`config.mk`:
```
export PLATFORM = sky130hd
export DESIGN_NAME = factor_search_ctrl
export DESIGN_NICKNAME = d
export VERILOG_FILES = /design/src/rtl/factor_search_ctrl.sv
export SDC_FILE = /design/constraint.sdc
export NUM_CORES = 1
export LEC_CHECK = 0
export CAP_MARGIN = 20
export CORE_ASPECT_RATIO = 0.5
export CORE_UTILIZATION = 26
export DETAILED_ROUTE_END_ITERATION = 8
export MAX_ROUTING_LAYER = met4
export PLACE_DENSITY = 0.57
export SLEW_MARGIN = 10
export SYNTH_ARGS = -nofsm -noshare
export SYNTH_HDL_FRONTEND = slang
export SYNTH_SLANG_ARGS = --single-unit
export TNS_END_PERCENT = 30
```
`constraint.sdc`:
```
create_clock -name sys_clk -period 4.2 [get_ports sys_clk]
set_input_delay 1.05 -clock sys_clk [delete_from_list [all_inputs] [get_ports sys_clk]]
set_output_delay 1.05 -clock sys_clk [all_outputs]
set_load 0.01 [all_outputs]
```
`src/rtl/factor_search_ctrl.sv`:
```
// Mersenne trial-factoring sequencer: walks d = 2kp+1 for k = 1..kmax and hands each candidate to a factoring core.
// Optional macro MOD8_FILTER_EN skips candidates with d mod 8 not in {1,7} without issuing them to the core.
//
// state | meaning
// IDLE  | waiting for a search command
// NEXT  | current candidate (k, d) loaded; decide whether to issue or skip it
// ISSUE | one-cycle core_start pulse with core_p/core_d
// WAIT  | waiting for core_finished, bounded by WAIT_TIMEOUT
// DONE  | result held on res_* until res_ready
module factor_search_ctrl #(
    parameter int unsigned WAIT_TIMEOUT = 65535
) (
    input  logic        sys_clk,
    input  logic        sys_rst_n,
    input  logic        cmd_valid,
    output logic        cmd_ready,
    input  logic [31:0] cmd_p,
    input  logic [31:0] cmd_kmax,
    output logic        core_start,
    output logic [31:0] core_p,
    output logic [31:0] core_d,
    input  logic        core_isPrime,
    input  logic        core_finished,
    output logic        res_valid,
    input  logic        res_ready,
    output logic        res_found,
    output logic        res_ovf,
    output logic        res_timeout,
    output logic [31:0] res_factor,
    output logic [31:0] res_k,
    output logic        busy
);

    typedef enum logic [2:0] {
        IDLE  = 3'd0,
        NEXT  = 3'd1,
        ISSUE = 3'd2,
        WAIT  = 3'd3,
        DONE  = 3'd4
    } state_t;

    localparam logic [31:0] TIMEOUT_LOAD = 32'(WAIT_TIMEOUT);

    state_t      state, state_nx;
    logic [31:0] p_q, p_nx;
    logic [31:0] kmax_q, kmax_nx;
    logic [31:0] k_q, k_nx;
    logic [31:0] d_q, d_nx;
    logic [31:0] wait_cnt, wait_cnt_nx;
    logic        found_q, found_nx;
    logic        ovf_q, ovf_nx;
    logic        tmo_q, tmo_nx;
    logic        armed_q;

    logic [31:0] two_p;
    logic [32:0] d_sum;
    logic        last_k;
    logic        keep;
    logic        wait_tc;
    logic        step;

    assign two_p   = {p_q[30:0], 1'b0};
    assign d_sum   = {1'b0, d_q} + {1'b0, two_p};
    assign last_k  = (k_q == kmax_q);
    assign wait_tc = (TIMEOUT_LOAD != 32'd0) && (wait_cnt == 32'd1);

`ifdef MOD8_FILTER_EN
    // Prime factors of 2^p-1 are always +-1 mod 8; other candidates cannot divide it.
    assign keep = (d_q[2:0] == 3'd1) || (d_q[2:0] == 3'd7);
`else
    assign keep = 1'b1;
`endif

    always_comb begin
        state_nx    = state;
        p_nx        = p_q;
        kmax_nx     = kmax_q;
        k_nx        = k_q;
        d_nx        = d_q;
        wait_cnt_nx = wait_cnt;
        found_nx    = found_q;
        ovf_nx      = ovf_q;
        tmo_nx      = tmo_q;
        step        = 1'b0;

        case (state)
            IDLE: begin
                if (cmd_valid && cmd_ready) begin
                    p_nx     = cmd_p;
                    kmax_nx  = cmd_kmax;
                    found_nx = 1'b0;
                    ovf_nx   = 1'b0;
                    tmo_nx   = 1'b0;
                    k_nx     = 32'd1;
                    d_nx     = {cmd_p[30:0], 1'b1};
                    if (cmd_p[31]) begin
                        ovf_nx   = 1'b1;
                        k_nx     = 32'd0;
                        d_nx     = 32'd0;
                        state_nx = DONE;
                    end else if (cmd_p == 32'd0 || cmd_kmax == 32'd0) begin
                        k_nx     = 32'd0;
                        d_nx     = 32'd0;
                        state_nx = DONE;
                    end else begin
                        state_nx = NEXT;
                    end
                end
            end
            NEXT: begin
                if (keep) begin
                    state_nx = ISSUE;
                end else begin
                    step = 1'b1;
                end
            end
            ISSUE: begin
                wait_cnt_nx = TIMEOUT_LOAD;
                state_nx    = WAIT;
            end
            WAIT: begin
                if (core_finished) begin
                    if (!core_isPrime) begin
                        found_nx = 1'b1;
                        state_nx = DONE;
                    end else begin
                        step = 1'b1;
                    end
                end else if (wait_tc) begin
                    tmo_nx   = 1'b1;
                    state_nx = DONE;
                end else if (wait_cnt != 32'd0) begin
                    wait_cnt_nx = wait_cnt - 32'd1;
                end
            end
            DONE: begin
                if (res_ready) begin
                    state_nx = IDLE;
                end
            end
            default: state_nx = IDLE;
        endcase

        // Shared advance to the next k; on overflow d/k keep the last evaluated candidate.
        if (step) begin
            if (last_k) begin
                state_nx = DONE;
            end else if (d_sum[32]) begin
                ovf_nx   = 1'b1;
                state_nx = DONE;
            end else begin
                k_nx     = k_q + 32'd1;
                d_nx     = d_sum[31:0];
                state_nx = NEXT;
            end
        end
    end

    always_ff @(posedge sys_clk or negedge sys_rst_n) begin
        if (!sys_rst_n) begin
            state    <= IDLE;
            p_q      <= 32'd0;
            kmax_q   <= 32'd0;
            k_q      <= 32'd0;
            d_q      <= 32'd0;
            wait_cnt <= 32'd0;
            found_q  <= 1'b0;
            ovf_q    <= 1'b0;
            tmo_q    <= 1'b0;
            armed_q  <= 1'b0;
        end else begin
            state    <= state_nx;
            p_q      <= p_nx;
            kmax_q   <= kmax_nx;
            k_q      <= k_nx;
            d_q      <= d_nx;
            wait_cnt <= wait_cnt_nx;
            found_q  <= found_nx;
            ovf_q    <= ovf_nx;
            tmo_q    <= tmo_nx;
            armed_q  <= 1'b1;
        end
    end

    // armed_q keeps cmd_ready low until the first edge after reset release.
    assign cmd_ready   = (state == IDLE) && armed_q;
    assign busy        = (state != IDLE);
    assign core_start  = (state == ISSUE);
    assign core_p      = p_q;
    assign core_d      = d_q;
    assign res_valid   = (state == DONE);
    assign res_found   = found_q;
    assign res_ovf     = ovf_q;
    assign res_timeout = tmo_q;
    assign res_factor  = d_q;
    assign res_k       = k_q;

endmodule

```
==> results.toml <==
[run_status]
outcome = "completed"

[place]
dpl_worst_slack_ns = 0.0515
port_buffers = 204
dpl.cell_count = 1744
gp_congestion = 0.833
dpl.hpwl_um = 22400

[die]
core-area_um2 = 36500
start_util = 0.268
die-area_um2 = 38500
die-width_um = 276
die_h_um = 139
ios = 205
fp-row-count = 49

[layout]
syn_to_final_growth_pct = 31.0
seq_area_um2 = 4180
final_nets = 1385
fillers = 3694
drive_above_1_share = 0.0542
stdcell_count = 1777
final_common_cell = "nand2_1"
multi_input_area_um2 = 5090
final_cell_mix = "nand2_1 (265), clkdlybuf4s50_1 (203), dfrtp_1 (167), nor2_1 (75), a21oi_1 (69)"

[hold_path]
whs_path_depth = 2
min-delay-start = "kmax_q[3]"
min_to = "kmax_q[3]"
hold_class = "flop to flop"

[sta]
layout_min_cycle_time_ns = 3.55
hold_violations = 0
hold-worst-slack_ns = 0.500
rsz0062_at_grt = "no"
setup_violations = 0
slew_violations = 0
fin_skew_ns = 0.00753
tightest_slew_ns = 0.965
worst_slack_ns = 0.645
setup_tns_ns = 0
fmax_mhz = 281
fin_crit_sh = 0.846
maxSlewHeadroom = 0.350

[synthesis]
synthDistinctLibCells = 65
synth_fp_nets = 1231
syn-cell-area_um2 = 9780
synth_area_per_cell_um2 = 8.70
async_flop_share = 1.00
synth_cells = 1125
yosys_warnings = 0
yosysSeqAreaShare = 0.427
ys_seq_elements = 167
synth_flop_cell = "dfrtp_1"
synth_edf_count = 0

[worst_setup_path]
end_kind = "primary output"
cp-start-kind = "flop"
r2r_end = "res_k[21]"
max_stage_delay_ns = 0.58
worstPathArrival_ns = 2.50
rr_worst_depth = 9
rrSetupSlack_ns = 0.70
crit_required_ns = 3.15
critical_path_class = "flop to primary output"
critPathTopFamily = "buffers and inverters"
critPathBufInv = 3
crit_slowest_cell = "clkdlybuf4s50_1"
reg2reg_from = "core_d[5]"
worstPathCellList = "nor2b_1 -> nand2_1 -> clkinv_1 -> buf_4 -> clkdlybuf4s50_1"
critPathMaxFanout = 18

[global_routing]
grt_max_degree = 83
antenna_found_initial = 1
grt_pass1_vias = 8226
grt_pass1_wl_um = 47300
gr-total-overflow = 0
grt_usage = 0.161

[cts]
clockBufferDepth = 2
htreeDepth = 4
holdBufCountCts = 0
cts.sinks = 167
numCtsBuffers = 17
cts_resized = 0
clk_latency_ns = 0.45
cts_root_buf = "clkbuf_16"
tritoncts = "done"
cts_setup_buffers = 0
cts.clk_slew.worst_paths_ns = 0.07

[detailed_routing]
ant_nets = 0
viasPerCell = 4.79
drt_iter0_markers = 586
drt-met1-wl_um = 13700
wl_met3_um = 995
drc = 0
first_pass_iters = 5
wirelength_um = 30000
wl_per_cell_um = 16.9
via_count = 8515
met2_length_um = 14600
highest_layer = "met4"

[power_and_ir_drop]
power_density_nw_per_um2 = 674
internal_power_mw = 5.20
irDropWorstVdd_v = 0.000339
p_sw_frac = 0.397
power.share.combinational = 0.485
p_leak_nw = 5.42
clock_power_share = 0.211
seq_power_share = 0.304
p_sw_mw = 3.43

[flow_run]
drv_cap = 0
## synth_stat cells (7+ instances only)
cell	count	area (um^2)
nand2_1	266	998
dfrtp_1	167	4180
nor2_1	75	282
a21oi_1	69	345
xnor2_1	56	490
clkbuf_1	39	146
o21ai_0	36	180
ha_1	35	438
buf_4	34	255
nand3_1	29	145
nor4_1	28	175
xor2_1	27	236
a211oi_1	23	173
nand4_1	23	144
nor3_1	22	110
inv_1	19	71.3
a21o_1	18	135
mux2i_1	14	140
or3_1	14	87.6
o211ai_1	13	97.6
and2_1	12	75.1
o31ai_1	8	60.1
and3_1	7	43.8
o21a_1	7	52.6
or4_1	7	52.6
## how the worst max path moves through the flow
stage	startpoint	end	slack, ns	cells past startpoint
floorplan	core_p[4]	res_k[21]	1.32	11
global placement	cmd_kmax[1]	core_d[21]	0.10	8
detailed placement	cmd_kmax[1]	core_d[14]	0.05	8
CTS	cmd_kmax[1]	core_d[14]	0.53	8
global route	cmd_kmax[1]	core_d[24]	0.34	8
finish	state[1]	core_start	0.65	5
## metrics by stage
step / power (mW) / util / area [um^2]
after global routing: 9.23 / 0.351 / 12800
final: 8.63 / 0.351 / 12800
after floorplan: 5.20 / - / 9780
after CTS: 8.71 / 0.351 / 12800
after global placement: 6.82 / 0.333 / 12100
after detailed placement: 6.84 / 0.333 / 12100
## cell families (layout without fill, tap and decap cells)
logic type	count (synthesis)	in the layout	share of synthesized area
AOI/OAI and AO/OA	213	213	0.145
xor gates and xnor gates	83	83	0.0743
adders and majority gates	36	36	0.0468
buffers and inverters	103	270	0.0540
DFF	167	167	0.427
muxes	15	15	0.0155
other	1	2	0.000383
and+or+nand+nor	507	507	0.237
## area by class of cell
class,count,area share
Antenna cell,1,0.000195
Clock buffer,18,0.0335
Clock inverter,14,0.0191
Inverter,20,0.00586
Multi-Input combinational cell,855,0.397
Sequential cell,167,0.326
Tap cell,484,0.0473
Timing Repair Buffer,218,0.171
## registers in the layout, indices dropped and copies added (netlist names)
signal / count
wait_cnt: 32
state: 3
res_k: 32
core_d: 32
kmax_q: 32
core_p: 32
res_found: 1
armed_q: 1
res_timeout: 1
res_ovf: 1
## power groups by stage
stage / clock (mW) / sequential [mW] / combinational, mW
after floorplan: 0 / 2.61 / 2.59
after global placement: 0 / 2.65 / 4.16
after detailed placement: 0 / 2.66 / 4.18
after CTS: 1.87 / 2.64 / 4.20
after global routing: 1.93 / 2.69 / 4.61
final: 1.82 / 2.62 / 4.19
## routing by layer
layer	track usage	vias up
met5	-	-
met4	0.0547	0
met3	0.0275	43
met2	0.264	160
met1	0.202	4107
li1	-	4205
## worst register-to-register path, delay by kind of cell (launching register included)
family | cells | cell delay [ns]
compound gates | 3 | 0.79
fa+ha+maj | 1 | 0.35
flops | 1 | 0.44
mux | 1 | 0.22
simple gates | 4 | 1.64
No activity file was read; power rests on OpenSTA's default activity.
